<file path="src/rtl/alu_mdu_pkg.sv">
// Shared constants and types for the alu_mdu execution unit.
// ALU_MDU_DIVU_EN compiles in the divider and the DIV state.
package alu_mdu_pkg;

    localparam logic [5:0] F_SLL   = 6'd0;
    localparam logic [5:0] F_SRL   = 6'd2;
    localparam logic [5:0] F_SRA   = 6'd3;
    localparam logic [5:0] F_MFHI  = 6'd16;
    localparam logic [5:0] F_MFLO  = 6'd18;
    localparam logic [5:0] F_MULTU = 6'd25;
    localparam logic [5:0] F_DIVU  = 6'd27;
    localparam logic [5:0] F_ADD   = 6'd32;
    localparam logic [5:0] F_SUB   = 6'd34;
    localparam logic [5:0] F_AND   = 6'd36;
    localparam logic [5:0] F_OR    = 6'd37;
    localparam logic [5:0] F_SLT   = 6'd42;

`ifdef ALU_MDU_DIVU_EN
    typedef enum logic [1:0] {
        S_IDLE = 2'd0,
        S_MUL  = 2'd1,
        S_DIV  = 2'd2
    } mdu_state_t;
`else
    typedef enum logic [1:0] {
        S_IDLE = 2'd0,
        S_MUL  = 2'd1
    } mdu_state_t;
`endif

    typedef enum logic {
        MODE_MUL = 1'b0,
        MODE_DIV = 1'b1
    } mdu_mode_t;

endpackage

</file>
<file path="src/rtl/alu_mdu_iter.sv">
// mdu_iter: one-bit-per-cycle unsigned multiply (shift-add) / divide (restoring).
// The divide datapath exists only when ALU_MDU_DIVU_EN is defined.
module mdu_iter
    import alu_mdu_pkg::*;
#(
    parameter int WIDTH = 32,
    parameter int CW    = $clog2(WIDTH)
) (
    input  logic             clk,
    input  logic             reset,
    input  logic             start,
    input  mdu_mode_t        mode,
    input  logic             busy,
    input  logic [WIDTH-1:0] op_a,
    input  logic [WIDTH-1:0] op_b,
    output logic             cnt_done,
    output logic [WIDTH-1:0] res_hi,
    output logic [WIDTH-1:0] res_lo
);

    logic [WIDTH-1:0] w_hi;
    logic [WIDTH-1:0] w_lo;
    logic [WIDTH-1:0] w_b;
    logic [CW-1:0]    cnt;
    mdu_mode_t        w_mode;

    logic [WIDTH:0]   sum;
    logic [WIDTH-1:0] mul_hi;
    logic [WIDTH-1:0] mul_lo;
    logic [WIDTH-1:0] n_hi;
    logic [WIDTH-1:0] n_lo;

    // Multiply: w_lo holds the remaining multiplier bits, low product bits shift in from the top.
    always_comb begin
        sum    = {1'b0, w_hi} + (w_lo[0] ? {1'b0, w_b} : '0);
        mul_hi = sum[WIDTH:1];
        mul_lo = {sum[0], w_lo[WIDTH-1:1]};
    end

`ifdef ALU_MDU_DIVU_EN
    logic [WIDTH:0]   sh_rem;
    logic [WIDTH-1:0] trial;
    logic             fits;
    logic [WIDTH-1:0] div_hi;
    logic [WIDTH-1:0] div_lo;

    // Divide: w_hi is the partial remainder, w_lo shifts dividend out and quotient in.
    // A zero divisor always fits, which yields quotient all-ones and remainder = dividend.
    always_comb begin
        sh_rem = {w_hi, w_lo[WIDTH-1]};
        fits   = (sh_rem >= {1'b0, w_b});
        trial  = sh_rem[WIDTH-1:0] - w_b;
        div_hi = fits ? trial : sh_rem[WIDTH-1:0];
        div_lo = {w_lo[WIDTH-2:0], fits};
    end

    always_comb begin
        if (w_mode == MODE_DIV) begin
            n_hi = div_hi;
            n_lo = div_lo;
        end else begin
            n_hi = mul_hi;
            n_lo = mul_lo;
        end
    end
`else
    always_comb begin
        n_hi = w_hi;
        n_lo = w_lo;
        if (w_mode == MODE_MUL) begin
            n_hi = mul_hi;
            n_lo = mul_lo;
        end
    end
`endif

    assign cnt_done = (cnt == '0);
    assign res_hi   = n_hi;
    assign res_lo   = n_lo;

    // Multiplication commutes, so both modes latch dataA into w_lo and dataB into w_b.
    always_ff @(posedge clk) begin
        if (reset) begin
            w_hi   <= '0;
            w_lo   <= '0;
            w_b    <= '0;
            cnt    <= '0;
            w_mode <= MODE_MUL;
        end else if (start) begin
            w_hi   <= '0;
            w_lo   <= op_a;
            w_b    <= op_b;
            cnt    <= CW'(WIDTH - 1);
            w_mode <= mode;
        end else if (busy) begin
            w_hi <= n_hi;
            w_lo <= n_lo;
            cnt  <= cnt - 1'b1;
        end
    end

endmodule

</file>
<file path="src/rtl/alu_mdu.sv">
// alu_mdu: EX-stage ALU/shifter plus iterative MULTU/DIVU with HI/LO and valid/ready.
// ALU_MDU_DIVU_EN enables DIVU; otherwise funct 27 is reported illegal.
module alu_mdu
    import alu_mdu_pkg::*;
#(
    parameter int WIDTH = 32,
    parameter int SHW   = $clog2(WIDTH)
) (
    input  logic             clk,
    input  logic             reset,
    input  logic             in_valid,
    output logic             in_ready,
    input  logic [5:0]       funct,
    input  logic [WIDTH-1:0] dataA,
    input  logic [WIDTH-1:0] dataB,
    input  logic [SHW-1:0]   shamt,
    output logic             out_valid,
    output logic [WIDTH-1:0] dataOut,
    output logic             zero,
    output logic             illegal,
    output mdu_state_t       dbg_state
);

    // Handshake: an operation transfers on a rising edge where in_valid && in_ready;
    // in_ready is high only in IDLE, and out_valid pulses once per accepted operation.

    mdu_state_t       state;
    logic [WIDTH-1:0] hi;
    logic [WIDTH-1:0] lo;

    logic             accept;
    logic [WIDTH-1:0] alu_res;
    logic             alu_ill;
    logic             mdu_go;
    mdu_mode_t        mdu_mode;
    logic             iter_done;
    logic [WIDTH-1:0] iter_hi;
    logic [WIDTH-1:0] iter_lo;

    assign in_ready  = (state == S_IDLE);
    assign accept    = in_valid && in_ready;
    assign dbg_state = state;

    always_comb begin
        alu_res  = '0;
        alu_ill  = 1'b0;
        mdu_go   = 1'b0;
        mdu_mode = MODE_MUL;
        case (funct)
            F_AND:   alu_res = dataA & dataB;
            F_OR:    alu_res = dataA | dataB;
            F_ADD:   alu_res = dataA + dataB;
            F_SUB:   alu_res = dataA - dataB;
            F_SLT:   alu_res[0] = ($signed(dataA) < $signed(dataB));
            F_SLL:   alu_res = dataB << shamt;
            F_SRL:   alu_res = dataB >> shamt;
            F_SRA:   alu_res = $unsigned($signed(dataB) >>> shamt);
            F_MFHI:  alu_res = hi;
            F_MFLO:  alu_res = lo;
            F_MULTU: mdu_go = 1'b1;
`ifdef ALU_MDU_DIVU_EN
            F_DIVU: begin
                mdu_go   = 1'b1;
                mdu_mode = MODE_DIV;
            end
`endif
            default: alu_ill = 1'b1;
        endcase
    end

    mdu_iter #(
        .WIDTH (WIDTH)
    ) u_iter (
        .clk      (clk),
        .reset    (reset),
        .start    (accept && mdu_go),
        .mode     (mdu_mode),
        .busy     (state != S_IDLE),
        .op_a     (dataA),
        .op_b     (dataB),
        .cnt_done (iter_done),
        .res_hi   (iter_hi),
        .res_lo   (iter_lo)
    );

    // Busy states finish on the edge where the counter already reads zero: that is the last step.
    always_ff @(posedge clk) begin
        if (reset) begin
            state     <= S_IDLE;
            hi        <= '0;
            lo        <= '0;
            out_valid <= 1'b0;
            dataOut   <= '0;
            zero      <= 1'b1;
            illegal   <= 1'b0;
        end else begin
            out_valid <= 1'b0;
            if (state == S_IDLE) begin
                if (accept) begin
                    if (mdu_go) begin
`ifdef ALU_MDU_DIVU_EN
                        state <= (mdu_mode == MODE_DIV) ? S_DIV : S_MUL;
`else
                        state <= S_MUL;
`endif
                    end else begin
                        out_valid <= 1'b1;
                        dataOut   <= alu_res;
                        zero      <= (alu_res == '0);
                        illegal   <= alu_ill;
                    end
                end
            end else if (iter_done) begin
                state     <= S_IDLE;
                hi        <= iter_hi;
                lo        <= iter_lo;
                out_valid <= 1'b1;
                dataOut   <= iter_lo;
                zero      <= (iter_lo == '0);
                illegal   <= 1'b0;
            end
        end
    end

endmodule

</file>
<file path="config.mk">
export PLATFORM = sky130hd
export DESIGN_NAME = alu_mdu
export DESIGN_NICKNAME = d
export VERILOG_FILES = /design/src/rtl/alu_mdu_pkg.sv /design/src/rtl/alu_mdu_iter.sv /design/src/rtl/alu_mdu.sv
export SDC_FILE = /design/constraint.sdc
export NUM_CORES = 1
export LEC_CHECK = 0
export ABC_CLOCK_PERIOD_IN_PS = 4700
export BUFFER_PORTS_ARGS = -buffer_cell sky130_fd_sc_hd__buf_2
export CAP_MARGIN = 20
export CORE_ASPECT_RATIO = 1.25
export CORE_MARGIN = 2
export CORE_UTILIZATION = 25
export DETAILED_ROUTE_END_ITERATION = 16
export PLACE_DENSITY = 0.41
export SETUP_SLACK_MARGIN = 0.15
export SYNTH_ARGS = -nofsm -noshare
export SYNTH_HDL_FRONTEND = slang
export SYNTH_SLANG_ARGS = --single-unit
</file>
<file path="constraint.sdc">
create_clock -name clk -period 4.7 [get_ports clk]
set_input_delay 0.47 -clock clk [delete_from_list [all_inputs] [get_ports clk]]
set_output_delay 0.47 -clock clk [all_outputs]
set_load 0.05 [all_outputs]
</file>
==> impl_metrics.py <==
metrics = {
    "timing": {
        "finalCriticalPeriod_ps": 4340,
        "fin_skew_ps": 17.0,
        "post-route-period-util": 0.924,
        "fin_setup_tns_ps": 0,
        "final_max_slew_viol_count": 0,
        "holdWs_ps": 230,
        "tightest_slew_ps": 1100,
        "max_freq_mhz": 230,
        "relSlewSlack": 0.260,
        "rsz0062_at_grt": "yes",
        "hold_violations": 0,
        "setup_viol": 0,
    },
    "floorplan": {
        "die_h_um": 319,
        "die_w_um": 256,
        "dieArea_um2": 81800,
        "io-pin-count": 116,
        "start_util": 0.253,
        "coreArea_um2": 78700,
        "fp-row-count": 115,
    },
    "clocking": {
        "clock_sinks": 201,
        "clockRootBuffer": "clkbuf_16",
        "cts_tree": "done",
        "cts_buffers": 25,
        "path_clk_slew_ps": 60,
        "worstSkewPairLatency_ps": 580,
        "clockBufferDepth": 3,
        "cts_hold_buffers": 0,
        "htreeDepth": 1,
    },
    "setup_path": {
        "worstPathArrival_ps": 4820,
        "cp_max_fo": 3,
        "start_kind": "input pin",
        "reg2reg_slack_ps": 480,
        "crit_required_ps": 5180,
        "crit_type": "in2reg",
        "end_kind": "flop",
        "reg2reg_depth": 18,
        "r2r-end": "u_iter.w_hi[29]",
        "startpoint": "dataA[0]",
        "rr_startpoint": "u_iter.w_lo[0]",
    },
    "worst_hold_path": {
        "holdPathStages": 3,
        "holdCritPathClass": "in2reg",
        "hold_path_end": "u_iter.w_lo[24]",
        "min_from": "dataA[24]",
    },
    "logic_synthesis": {
        "syn-num-nets": 2910,
        "ys_seq_area_frac": 0.202,
        "synth_cell_types": 87,
        "yosysTopAreaCellShare": 0.202,
        "synthSimpleGateAreaFrac": 0.242,
        "synth_cells": 2687,
        "synth.avg_cell_area_um2": 7.40,
        "synth_top_family_by_area": "compound AO/OA/AOI/OAI gates",
        "ys_warn_count": 0,
        "synth_seq_cells": 201,
        "synth_xor_area_frac": 0.0172,
        "synth_mux_area_frac": 0.123,
        "synth_compound_area_frac": 0.255,
        "netlist_area_um2": 19900,
        "synth_top_area_cell": "dfxtp_1",
        "synthAdderAreaFrac": 0.0924,
        "ys_async_sr_fraction": 0,
        "synth-main-ff-cell": "dfxtp_1",
        "synthTopCellsByArea": "dfxtp_1 20%, ha_1 8.9%, nand2_1 7.7%",
        "synth_edf_count": 0,
    },
    "drt": {
        "wl_um": 117000,
        "first_pass_iters": 5,
        "drc": 0,
        "via_per_inst": 5.60,
        "dr_total_vias": 22300,
        "first_iter_violations": 1913,
        "wl_per_cell_um": 29.4,
        "ant_nets": 0,
    },
    "global_routing": {
        "grtUsageMet3": 0.0263,
        "grt_pass1_wl_um": 165000,
        "grt_util_met2": 0.474,
        "grt_max_degree": 77,
        "track_usage": 0.276,
        "grt_overflow": 0,
        "use_met1": 0.325,
        "grt_pass1_vias": 22100,
        "gr-max-usage-layer": "met2",
        "antenna_found_initial": 5,
    },
    "run_status": {
        "status": "complete, no violations",
    },
    "final_layout": {
        "area_growth_pct": 22.4,
        "insertedDiodeCount": 0,
        "drive_gt1_frac": 0.201,
        "fin_nets": 3139,
        "final_cell_area_um2": 24300,
    },
    "power": {
        "power_mw": 5.54,
        "ir_drop_uv": 214,
        "power.leakage_nw": 9.72,
        "power_density_nw_per_um2": 228,
    },
    "placed_design": {
        "finalWeightedCongestion": 0.997,
        "postPlaceCellArea_um2": 23500,
        "dp_hpwl_um": 94700,
        "io_buffer_count": 114,
    },
    "flow_run": {
        "maxCapViolations": 0,
    },
}
-- synth_stat cells, drive strengths merged (7+ instances only) --
| master | number |
|---|---|
| a2111oi | 11 |
| a211o | 13 |
| a211oi | 50 |
| a21o | 22 |
| a21oi | 249 |
| a221o | 14 |
| a221oi | 29 |
| a22oi | 16 |
| a311oi | 23 |
| a31oi | 19 |
| a41oi | 7 |
| and2 | 46 |
| and3 | 23 |
| buf | 51 |
| clkbuf | 174 |
| dfxtp | 201 |
| ha | 142 |
| inv | 119 |
| mux2 | 21 |
| mux2i | 78 |
| mux4 | 63 |
| nand2 | 409 |
| nand2b | 36 |
| nand3 | 65 |
| nand4 | 20 |
| nand4b | 7 |
| nor2 | 235 |
| nor2b | 23 |
| nor3 | 59 |
| nor3b | 15 |
| nor4 | 30 |
| o2111ai | 16 |
| o211ai | 42 |
| o21a | 18 |
| o21ai | 106 |
| o21bai | 15 |
| o221ai | 14 |
| o22ai | 10 |
| o31a | 7 |
| o31ai | 18 |
| or2 | 10 |
| or3 | 21 |
| or4 | 9 |
| xnor2 | 27 |
| xor2 | 12 |
-- through the flow --
stage	instances	worst slack, ps	utilization
global route	3988	147	0.309
floorplan	2687	690	-
finish	3988	359	0.309
global placement	3942	-541	0.298
detailed placement	3942	-453	0.298
CTS	3988	219	0.309
-- critical path: stages --
cell and delay [ps]:
buf_2 170, inv_1 90, ha_1 240, fa_1 410, o21bai_1 230, a21oi_1 140
a221o_1 330, a211oi_1 320, nand3_1 120, or4_1 560, or4_1 520, nor4_1 380
nand4_1 230, nor4_2 290, nand2_1 90, o31ai_2 220
-- sequential cells by signal (all words and copies together), names as in the netlist --
register / count
u_iter.w_b: 32
zero: 1
u_iter.w_hi: 32
dataOut: 32
u_iter.cnt: 5
lo: 32
illegal: 1
dbg_state: 1
u_iter.w_lo: 32
hi: 32
out_valid: 1
-- worst max-delay path by stage --
stage,to
floorplan,zero
global placement,zero
detailed placement,zero
CTS,zero
global route,hi[29]
finish,zero
-- cells by family after synthesis --
| family | count (synthesis) |
|---|---|
| AOI/OAI and AO/OA | 760 |
| xor gates and xnor gates | 39 |
| adders and majority gates | 145 |
| buffers and inverters | 346 |
| DFF | 201 |
| muxes | 162 |
| other | 1 |
| and+or+nand+nor | 1033 |
-- timing repair --
item,4_1_cts,5_1_grt
resized for setup,1,5
setup buffers,0,0
setup endpoints to repair,1,5
-- cell usage in the layout (no fill, tap or decap), types with 21 or more instances in the layout --
| cell type | count |
|---|---|
| dfxtp_1 | 200 |
| nor3_1 | 58 |
| a311oi_1 | 22 |
| nor2_1 | 233 |
| or3_1 | 21 |
| nor2b_1 | 23 |
| buf_4 | 299 |
| nand3_1 | 65 |
| and2_1 | 45 |
| mux2i_1 | 78 |
| mux2_2 | 21 |
| nand2b_1 | 36 |
| ha_1 | 142 |
| a21o_1 | 22 |
| mux4_2 | 63 |
| xnor2_1 | 27 |
| nand2_1 | 409 |
| a21oi_1 | 249 |
| o21ai_0 | 105 |
| a221oi_1 | 28 |
| clkbuf_16 | 25 |
| and3_1 | 23 |
| buf_2 | 110 |
| a211oi_1 | 48 |
| nor4_1 | 28 |
| inv_1 | 118 |
| o211ai_1 | 42 |
-- metal layers --
layer / up-vias / wire length (um)
met2: 747 / 56200
li1: 10200 / -
met1: 11100 / 46800
met4: 4 / 9280
met3: 231 / 4810
met5: - / 23
-- area by class of cell --
| cell class | instances | area (um^2) |
|---|---|---|
| fill | 8590 | 54400 |
| clock inverter | 8 | 93.8 |
| timing repair buffer | 427 | 3140 |
| tap | 1053 | 1320 |
| inverter | 121 | 454 |
| clock buffer | 38 | 724 |
| sequential | 201 | 4030 |
| multi-input combinational | 2140 | 14600 |
-- report_power, final --
part | internal, mW | switching, mW | total [mW] | leakage (nW)
logic | 0.661 | 1.13 | 1.79 | 7.69
clock network | 1.17 | 0.841 | 2.01 | 0.406
registers | 1.73 | 0.0161 | 1.74 | 1.62
total | 3.56 | 1.98 | 5.54 | 9.72
Power figures use the tool's default switching activity.
